File: config.mk
export PLATFORM = sky130hd
export DESIGN_NAME = itch_result_arbiter
export DESIGN_NICKNAME = d
export VERILOG_FILES = /design/src/rtl/itch_pkg.sv /design/src/rtl/itch_sync_fifo.sv /design/src/rtl/itch_result_arbiter.sv
export SDC_FILE = /design/constraint.sdc
export NUM_CORES = 2
export LEC_CHECK = 0
export ABC_AREA = 0
export CORE_AREA = 2 2 549 551
export DETAILED_ROUTE_END_ITERATION = 6
export DIE_AREA = 0 0 551 553
export PLACE_DENSITY = 0.69
export RECOVER_POWER = 25
export REMOVE_ABC_BUFFERS = 1
export SYNTH_ARGS = -nofsm -noshare
export SYNTH_HDL_FRONTEND = slang
export SYNTH_HIERARCHICAL = 1
export SYNTH_SLANG_ARGS = --single-unit
File: constraint.sdc
create_clock -name clk -period 16.8 [get_ports clk]
set_input_delay 3.36 -clock clk [delete_from_list [all_inputs] [get_ports clk]]
set_output_delay 3.36 -clock clk [all_outputs]
set_load 0.1 [all_outputs]
File: src/rtl/itch_pkg.sv
// Shared ITCH result definitions: parsed-type codes, payload field widths and
// the packed result record used between the decoders and the collector.
package itch_pkg;
   localparam int ITCH_TYPE_W = 4;
   localparam int ORDER_REF_W = 64;
   localparam int SHARES_W    = 32;
   localparam int PRICE_W     = 32;
   localparam int MISC_W      = 64;
   localparam int BODY_W      = ORDER_REF_W + SHARES_W + PRICE_W + MISC_W;

   typedef enum logic [ITCH_TYPE_W-1:0] {
      ITCH_ADD     = 4'h1,
      ITCH_CANCEL  = 4'h2,
      ITCH_DELETE  = 4'h3,
      ITCH_REPLACE = 4'h4,
      ITCH_EXEC    = 4'h5,
      ITCH_TRADE   = 4'h6
   } itch_type_e;

   typedef struct packed {
      logic [ITCH_TYPE_W-1:0] msg_type;
      logic [ORDER_REF_W-1:0] order_ref;
      logic [SHARES_W-1:0]    shares;
      logic [PRICE_W-1:0]     price;
      logic [MISC_W-1:0]      misc;
   } itch_result_t;
endpackage

File: src/rtl/itch_sync_fifo.sv
// First-word-fall-through synchronous FIFO; head reads as zero while empty so
// nothing stale is ever presented after reset.
module itch_sync_fifo #(
   parameter int WIDTH = 8,
   parameter int DEPTH = 8
) (
   input  logic                     clk,
   input  logic                     rst,
   input  logic                     push,
   input  logic [WIDTH-1:0]         din,
   input  logic                     pop,
   output logic [WIDTH-1:0]         dout,
   output logic                     full,
   output logic                     empty,
   output logic [$clog2(DEPTH):0]   level
);
   localparam int PTR_W = $clog2(DEPTH);

   logic [WIDTH-1:0] r_mem [DEPTH];
   logic [PTR_W-1:0] r_wr_ptr;
   logic [PTR_W-1:0] r_rd_ptr;
   logic [PTR_W:0]   r_level;
   logic             w_do_push;
   logic             w_do_pop;

   assign empty     = (r_level == '0);
   assign full      = (r_level == (PTR_W+1)'(DEPTH));
   assign w_do_pop  = pop && !empty;
   // A pop frees the head slot this cycle, so a push at full is still legal.
   assign w_do_push = push && (!full || w_do_pop);
   assign level     = r_level;
   assign dout      = empty ? '0 : r_mem[r_rd_ptr];

   always_ff @(posedge clk) begin
      if (w_do_push) r_mem[r_wr_ptr] <= din;
   end

   always_ff @(posedge clk or negedge rst) begin
      if (!rst) begin
         r_wr_ptr <= '0;
         r_rd_ptr <= '0;
         r_level  <= '0;
      end else begin
         if (w_do_push) r_wr_ptr <= r_wr_ptr + PTR_W'(1);
         if (w_do_pop)  r_rd_ptr <= r_rd_ptr + PTR_W'(1);
         case ({w_do_push, w_do_pop})
            2'b10:   r_level <= r_level + (PTR_W+1)'(1);
            2'b01:   r_level <= r_level - (PTR_W+1)'(1);
            default: r_level <= r_level;
         endcase
      end
   end
endmodule

File: src/rtl/itch_result_arbiter.sv
// Collects per-channel decoder results into holding slots, picks one per cycle
// round-robin and queues it with its source channel in an output FIFO.
module itch_result_arbiter
   import itch_pkg::*;
#(
   parameter int NUM_CH     = 6,
   parameter int FIFO_DEPTH = 8,
   parameter int TYPE_W     = 4,
   parameter int CNT_W      = 16
) (
   input  logic                          clk,
   input  logic                          rst,
   input  logic [NUM_CH-1:0]             ch_valid,
   input  logic [NUM_CH*TYPE_W-1:0]      ch_type,
   input  logic [NUM_CH*64-1:0]          ch_order_ref,
   input  logic [NUM_CH*32-1:0]          ch_shares,
   input  logic [NUM_CH*32-1:0]          ch_price,
   input  logic [NUM_CH*64-1:0]          ch_misc,
   output logic                          out_valid,
   input  logic                          out_ready,
   output logic [TYPE_W-1:0]             out_type,
   output logic [63:0]                   out_order_ref,
   output logic [31:0]                   out_shares,
   output logic [31:0]                   out_price,
   output logic [63:0]                   out_misc,
   output logic [$clog2(NUM_CH)-1:0]     out_channel,
   output logic [$clog2(FIFO_DEPTH):0]   fifo_level,
   output logic [CNT_W-1:0]              drop_count,
   output logic [NUM_CH-1:0]             ch_overflow
);
   localparam int CH_W  = $clog2(NUM_CH);
   localparam int PAY_W = TYPE_W + BODY_W;
   localparam int ENT_W = CH_W + PAY_W;
   localparam int DN_W  = $clog2(NUM_CH + 1);
   localparam int SUM_W = CNT_W + DN_W;

   logic [PAY_W-1:0]  w_in_pay [NUM_CH];
   logic [PAY_W-1:0]  r_slot   [NUM_CH];
   logic [NUM_CH-1:0] r_pend;
   logic [NUM_CH-1:0] r_overflow;
   logic [CNT_W-1:0]  r_drop_count;
   logic [CH_W-1:0]   r_rr_ptr;
   logic [CH_W-1:0]   w_gnt_ch;
   logic [CH_W-1:0]   w_idx;
   logic [NUM_CH-1:0] w_gnt_1h;
   logic [NUM_CH-1:0] w_drop;
   logic [DN_W-1:0]   w_drop_n;
   logic [SUM_W-1:0]  w_sum;
   logic [CNT_W-1:0]  w_cnt_next;
   logic              w_gnt_vld;
   logic              w_pop;
   logic              w_full;
   logic              w_empty;
   logic              w_can_push;
   logic [ENT_W-1:0]  w_fifo_din;
   logic [ENT_W-1:0]  w_fifo_dout;

   for (genvar gi = 0; gi < NUM_CH; gi++) begin : g_in
      assign w_in_pay[gi] = {ch_type[gi*TYPE_W +: TYPE_W], ch_order_ref[gi*64 +: 64],
                             ch_shares[gi*32 +: 32], ch_price[gi*32 +: 32], ch_misc[gi*64 +: 64]};
   end

   assign out_valid  = !w_empty;
   assign w_pop      = out_valid && out_ready;
   assign w_can_push = !w_full || w_pop;

   // Search starts just past the last winner so every pending channel is reached.
   always_comb begin
      w_gnt_vld = 1'b0;
      w_gnt_ch  = '0;
      w_idx     = '0;
      for (int k = 1; k <= NUM_CH; k++) begin
         w_idx = CH_W'((int'(r_rr_ptr) + k) % NUM_CH);
         if (!w_gnt_vld && w_can_push && r_pend[w_idx]) begin
            w_gnt_vld = 1'b1;
            w_gnt_ch  = w_idx;
         end
      end
   end

   assign w_gnt_1h   = w_gnt_vld ? (NUM_CH'(1) << w_gnt_ch) : '0;
   assign w_drop     = ch_valid & r_pend & ~w_gnt_1h;
   assign w_drop_n   = DN_W'($countones(w_drop));
   assign w_sum      = SUM_W'(r_drop_count) + SUM_W'(w_drop_n);
   assign w_cnt_next = (w_sum > SUM_W'({CNT_W{1'b1}})) ? {CNT_W{1'b1}} : w_sum[CNT_W-1:0];

   always_ff @(posedge clk or negedge rst) begin
      if (!rst) begin
         r_pend       <= '0;
         r_overflow   <= '0;
         r_drop_count <= '0;
         r_rr_ptr     <= CH_W'(NUM_CH - 1);
         for (int i = 0; i < NUM_CH; i++) r_slot[i] <= '0;
      end else begin
         for (int i = 0; i < NUM_CH; i++) begin
            // A strobe on the granting cycle refills the slot being drained.
            if (ch_valid[i] && (!r_pend[i] || w_gnt_1h[i])) begin
               r_slot[i] <= w_in_pay[i];
               r_pend[i] <= 1'b1;
            end else if (w_gnt_1h[i]) begin
               r_pend[i] <= 1'b0;
            end
         end
         if (w_gnt_vld) r_rr_ptr <= w_gnt_ch;
         r_drop_count <= w_cnt_next;
         r_overflow   <= r_overflow | w_drop;
      end
   end

   assign w_fifo_din = {w_gnt_ch, r_slot[w_gnt_ch]};

   itch_sync_fifo #(
      .WIDTH (ENT_W),
      .DEPTH (FIFO_DEPTH)
   ) u_fifo (
      .clk   (clk),
      .rst   (rst),
      .push  (w_gnt_vld),
      .din   (w_fifo_din),
      .pop   (w_pop),
      .dout  (w_fifo_dout),
      .full  (w_full),
      .empty (w_empty),
      .level (fifo_level)
   );

   assign {out_channel, out_type, out_order_ref, out_shares, out_price, out_misc} = w_fifo_dout;
   assign drop_count  = r_drop_count;
   assign ch_overflow = r_overflow;
endmodule

==> results.sh <==
export IMPL_status="finished, violations left"
export IMPL_violations="design-rule violations, max-capacitance violations, max-slew violations"
export IMPL_vias_per_cell=5.72
export IMPL_crit_path_start_kind="primary input"
export IMPL_seq_area_frac_synth_pct=64.0
export IMPL_die_w_um=551
export IMPL_cts_htree_levels=5
export IMPL_fin_cells=14200
export IMPL_setup_viol=0
export IMPL_synth_flop_cell="edfxtp_1"
export IMPL_max_slew_worst_pin_slew_ns=7.78
export IMPL_initial_core_util_pct=40.9
export IMPL_nets=11100
export IMPL_gp_congestion=0.910
export IMPL_die_area_um2=305000
export IMPL_die_h_um=553
export IMPL_cts_tree="yes"
export IMPL_endpoint_kind="register"
export IMPL_crit_required_ns=17.56
export IMPL_relSlewSlack_pct=-419
export IMPL_synth_distinct_cells=76
export IMPL_io_pins=1411
export IMPL_core_um2=299000
export IMPL_route_detailed_drc=21
export IMPL_period_minus_slack_ns=12.75
export IMPL_first_pass_iters=7
export IMPL_port_buffers=1410
export IMPL_grt_antenna_before_repair=55
export IMPL_wire_per_inst_um=27.3
export IMPL_clock_root_buffer="clkbuf_16"
export IMPL_clkTransAtPathRegs_ns=0.06
export IMPL_insertion_delay_ns=0.90
export IMPL_place_inst=13600
export IMPL_drv_cap=26
export IMPL_synth_warnings=6
export IMPL_clock_sinks=2809
export IMPL_fp_row_count=201
export IMPL_drive_above_1_share_pct=19.4
export IMPL_final_common_cell="nand2_1"
export IMPL_design_area_um2=150000
export IMPL_drtAntennaViolNets=0
export IMPL_dp_hpwl_um=253000
export IMPL_numCtsBuffers=303
export IMPL_vias=81200
export IMPL_hold_viol_final=0
export IMPL_syn_cell_area_um2=122000
export IMPL_max_freq_mhz=78.4
export IMPL_grt_max_degree=145
export IMPL_gr_usage_all_layers_pct=24.6
export IMPL_async_reset_ff_share_pct=43.3
export IMPL_hold_buffers=0
export IMPL_critPathMaxFanout=52
export IMPL_skew_ns=0.0542
export IMPL_synth_cells=8680
export IMPL_placed_area_um2=140000
export IMPL_grt_pass1_vias=82800
export IMPL_critPathArrivalTime_ns=13.51
export IMPL_cts_resized=0
export IMPL_rsz0062_at_grt="false"
export IMPL_syn_avg_cell_area_um2=14.1
export IMPL_fin_crit_sh_pct=75.9
export IMPL_drt_wl_total_um=387000
export IMPL_ctsLongestPathBuffers=4
export IMPL_ys_ff_latch=2809
export IMPL_layout_common_cells="nand2_1 (1611), edfxtp_1 (1592), clkdlybuf4s50_1 (1376)"
export IMPL_grt_pass1_wl_um=559000
export IMPL_min_delay_path_class="reg -> reg"
export IMPL_drtIter0Drc=9123
export IMPL_area_growth_synth_to_final_pct=22.9
export IMPL_post_cts_setup_buffer_count=0
export IMPL_crit_type="in -> reg"
export IMPL_grt_overflow=0
export IMPL_slew_violations=1329
export IMPL_synth_edf_count=1592
export IMPL_finalSetupTns_ns=0
[worst paths after layout]
path,startpoint,to,slack [ns],depth (start not counted)
max reg2reg,u_fifo/level[1],drop_count[12],5.45,26
min reg2reg,ch_overflow[0],ch_overflow[0],0.47,1
max in group asynchronous,rst,r_slot[163],5.24,4
max,out_ready,drop_count[12],4.05,24
min,ch_overflow[0],ch_overflow[0],0.47,1
min in group asynchronous,rst,r_slot[783],2.55,1
[worst max-delay path: stages]
cell	delay, ns
dlygate4sd3_1	0.54
nand2b_1	0.31
inv_1	0.31
o21ai_0	0.40
a22oi_1	0.15
o221a_2	0.30
mux2i_1	0.27
nor3_1	0.15
o32ai_4	0.33
clkinvlp_2	2.20
or2_4	1.41
o211a_1	0.33
fa_1	0.48
inv_1	0.06
fa_1	0.46
fa_1	0.44
fa_1	0.42
inv_1	0.07
a21o_1	0.15
and4_1	0.23
and3_1	0.18
and2_0	0.27
nand3_1	0.47
o21ai_0	0.23
[registers in the layout, indices dropped and copies added (netlist names)]
register and count:
u_fifo/r_mem 1592, r_slot 1176, drop_count 16, ch_overflow 6, r_pend 6, u_fifo/level 4
r_rr_ptr 3, u_fifo/r_rd_ptr 3, u_fifo/r_wr_ptr 3
[synthesized netlist by cell type (13+ instances only)]
cell	number	area, µm²
mux2_4	140	2100
inv_1	30	113
nand2_1	1613	6050
nand3b_1	196	1470
and2_1	200	1250
mux2_2	822	9260
ha_1	21	263
nor2_1	228	856
mux2i_1	206	2060
mux2_1	26	293
o21ai_0	13	65.1
mux4_2	399	8990
nand2b_1	14	87.6
clkbuf_1	376	1410
nor3_1	204	1020
or3_1	202	1260
buf_1	52	195
edfxtp_1	1592	47800
a21oi_1	604	3020
dfrtp_1	1215	30400
buf_2	155	776
a222oi_1	196	1960
buf_6	32	360
[area by class of cell]
class	count	area [µm²]
fillers	25000	148000
diodes	41	103
repair buffers	1559	15300
inverters	33	140
well taps	3958	4950
clock inverters	121	1460
multi-input cells	5222	41200
flip-flops and latches	2809	78300
clock buffers	441	8770
[logic make-up (layout without fill, tap and decap cells)]
kind of cell,count (synthesis),count (layout),synth area share (%)
compound gates,885,885,4.61
xor+xnor,21,21,0.157
fa+ha+maj,26,26,0.297
buf+inv,649,2154,2.35
flops,2809,2809,64.0
mux,1593,1593,18.6
other cells,0,41,0
simple gates,2697,2697,10.0
[per-layer routing]
layer / routed length (µm) / track usage [%]
met1: 150000 / 31.5
met2: 181000 / 39.0
met3: 34600 / 5.72
met5: 177 / 0
met4: 20600 / 12.8
[through the flow]
stage	hold slack (ns)	worst slack, ns	utilization, %
2_1_floorplan	0.464	-76.08	-
3_3_place_gp	0.442	5.68	46.9
3_5_place_dp	0.456	5.52	46.9
4_1_cts	0.474	6.48	50.3
5_1_grt	0.495	3.51	50.3
6_report	0.471	4.05	50.3
Power is left out: the tool's default activity adds up to more than one toggle a clock period on the data nets, which glitch-free logic cannot reach.
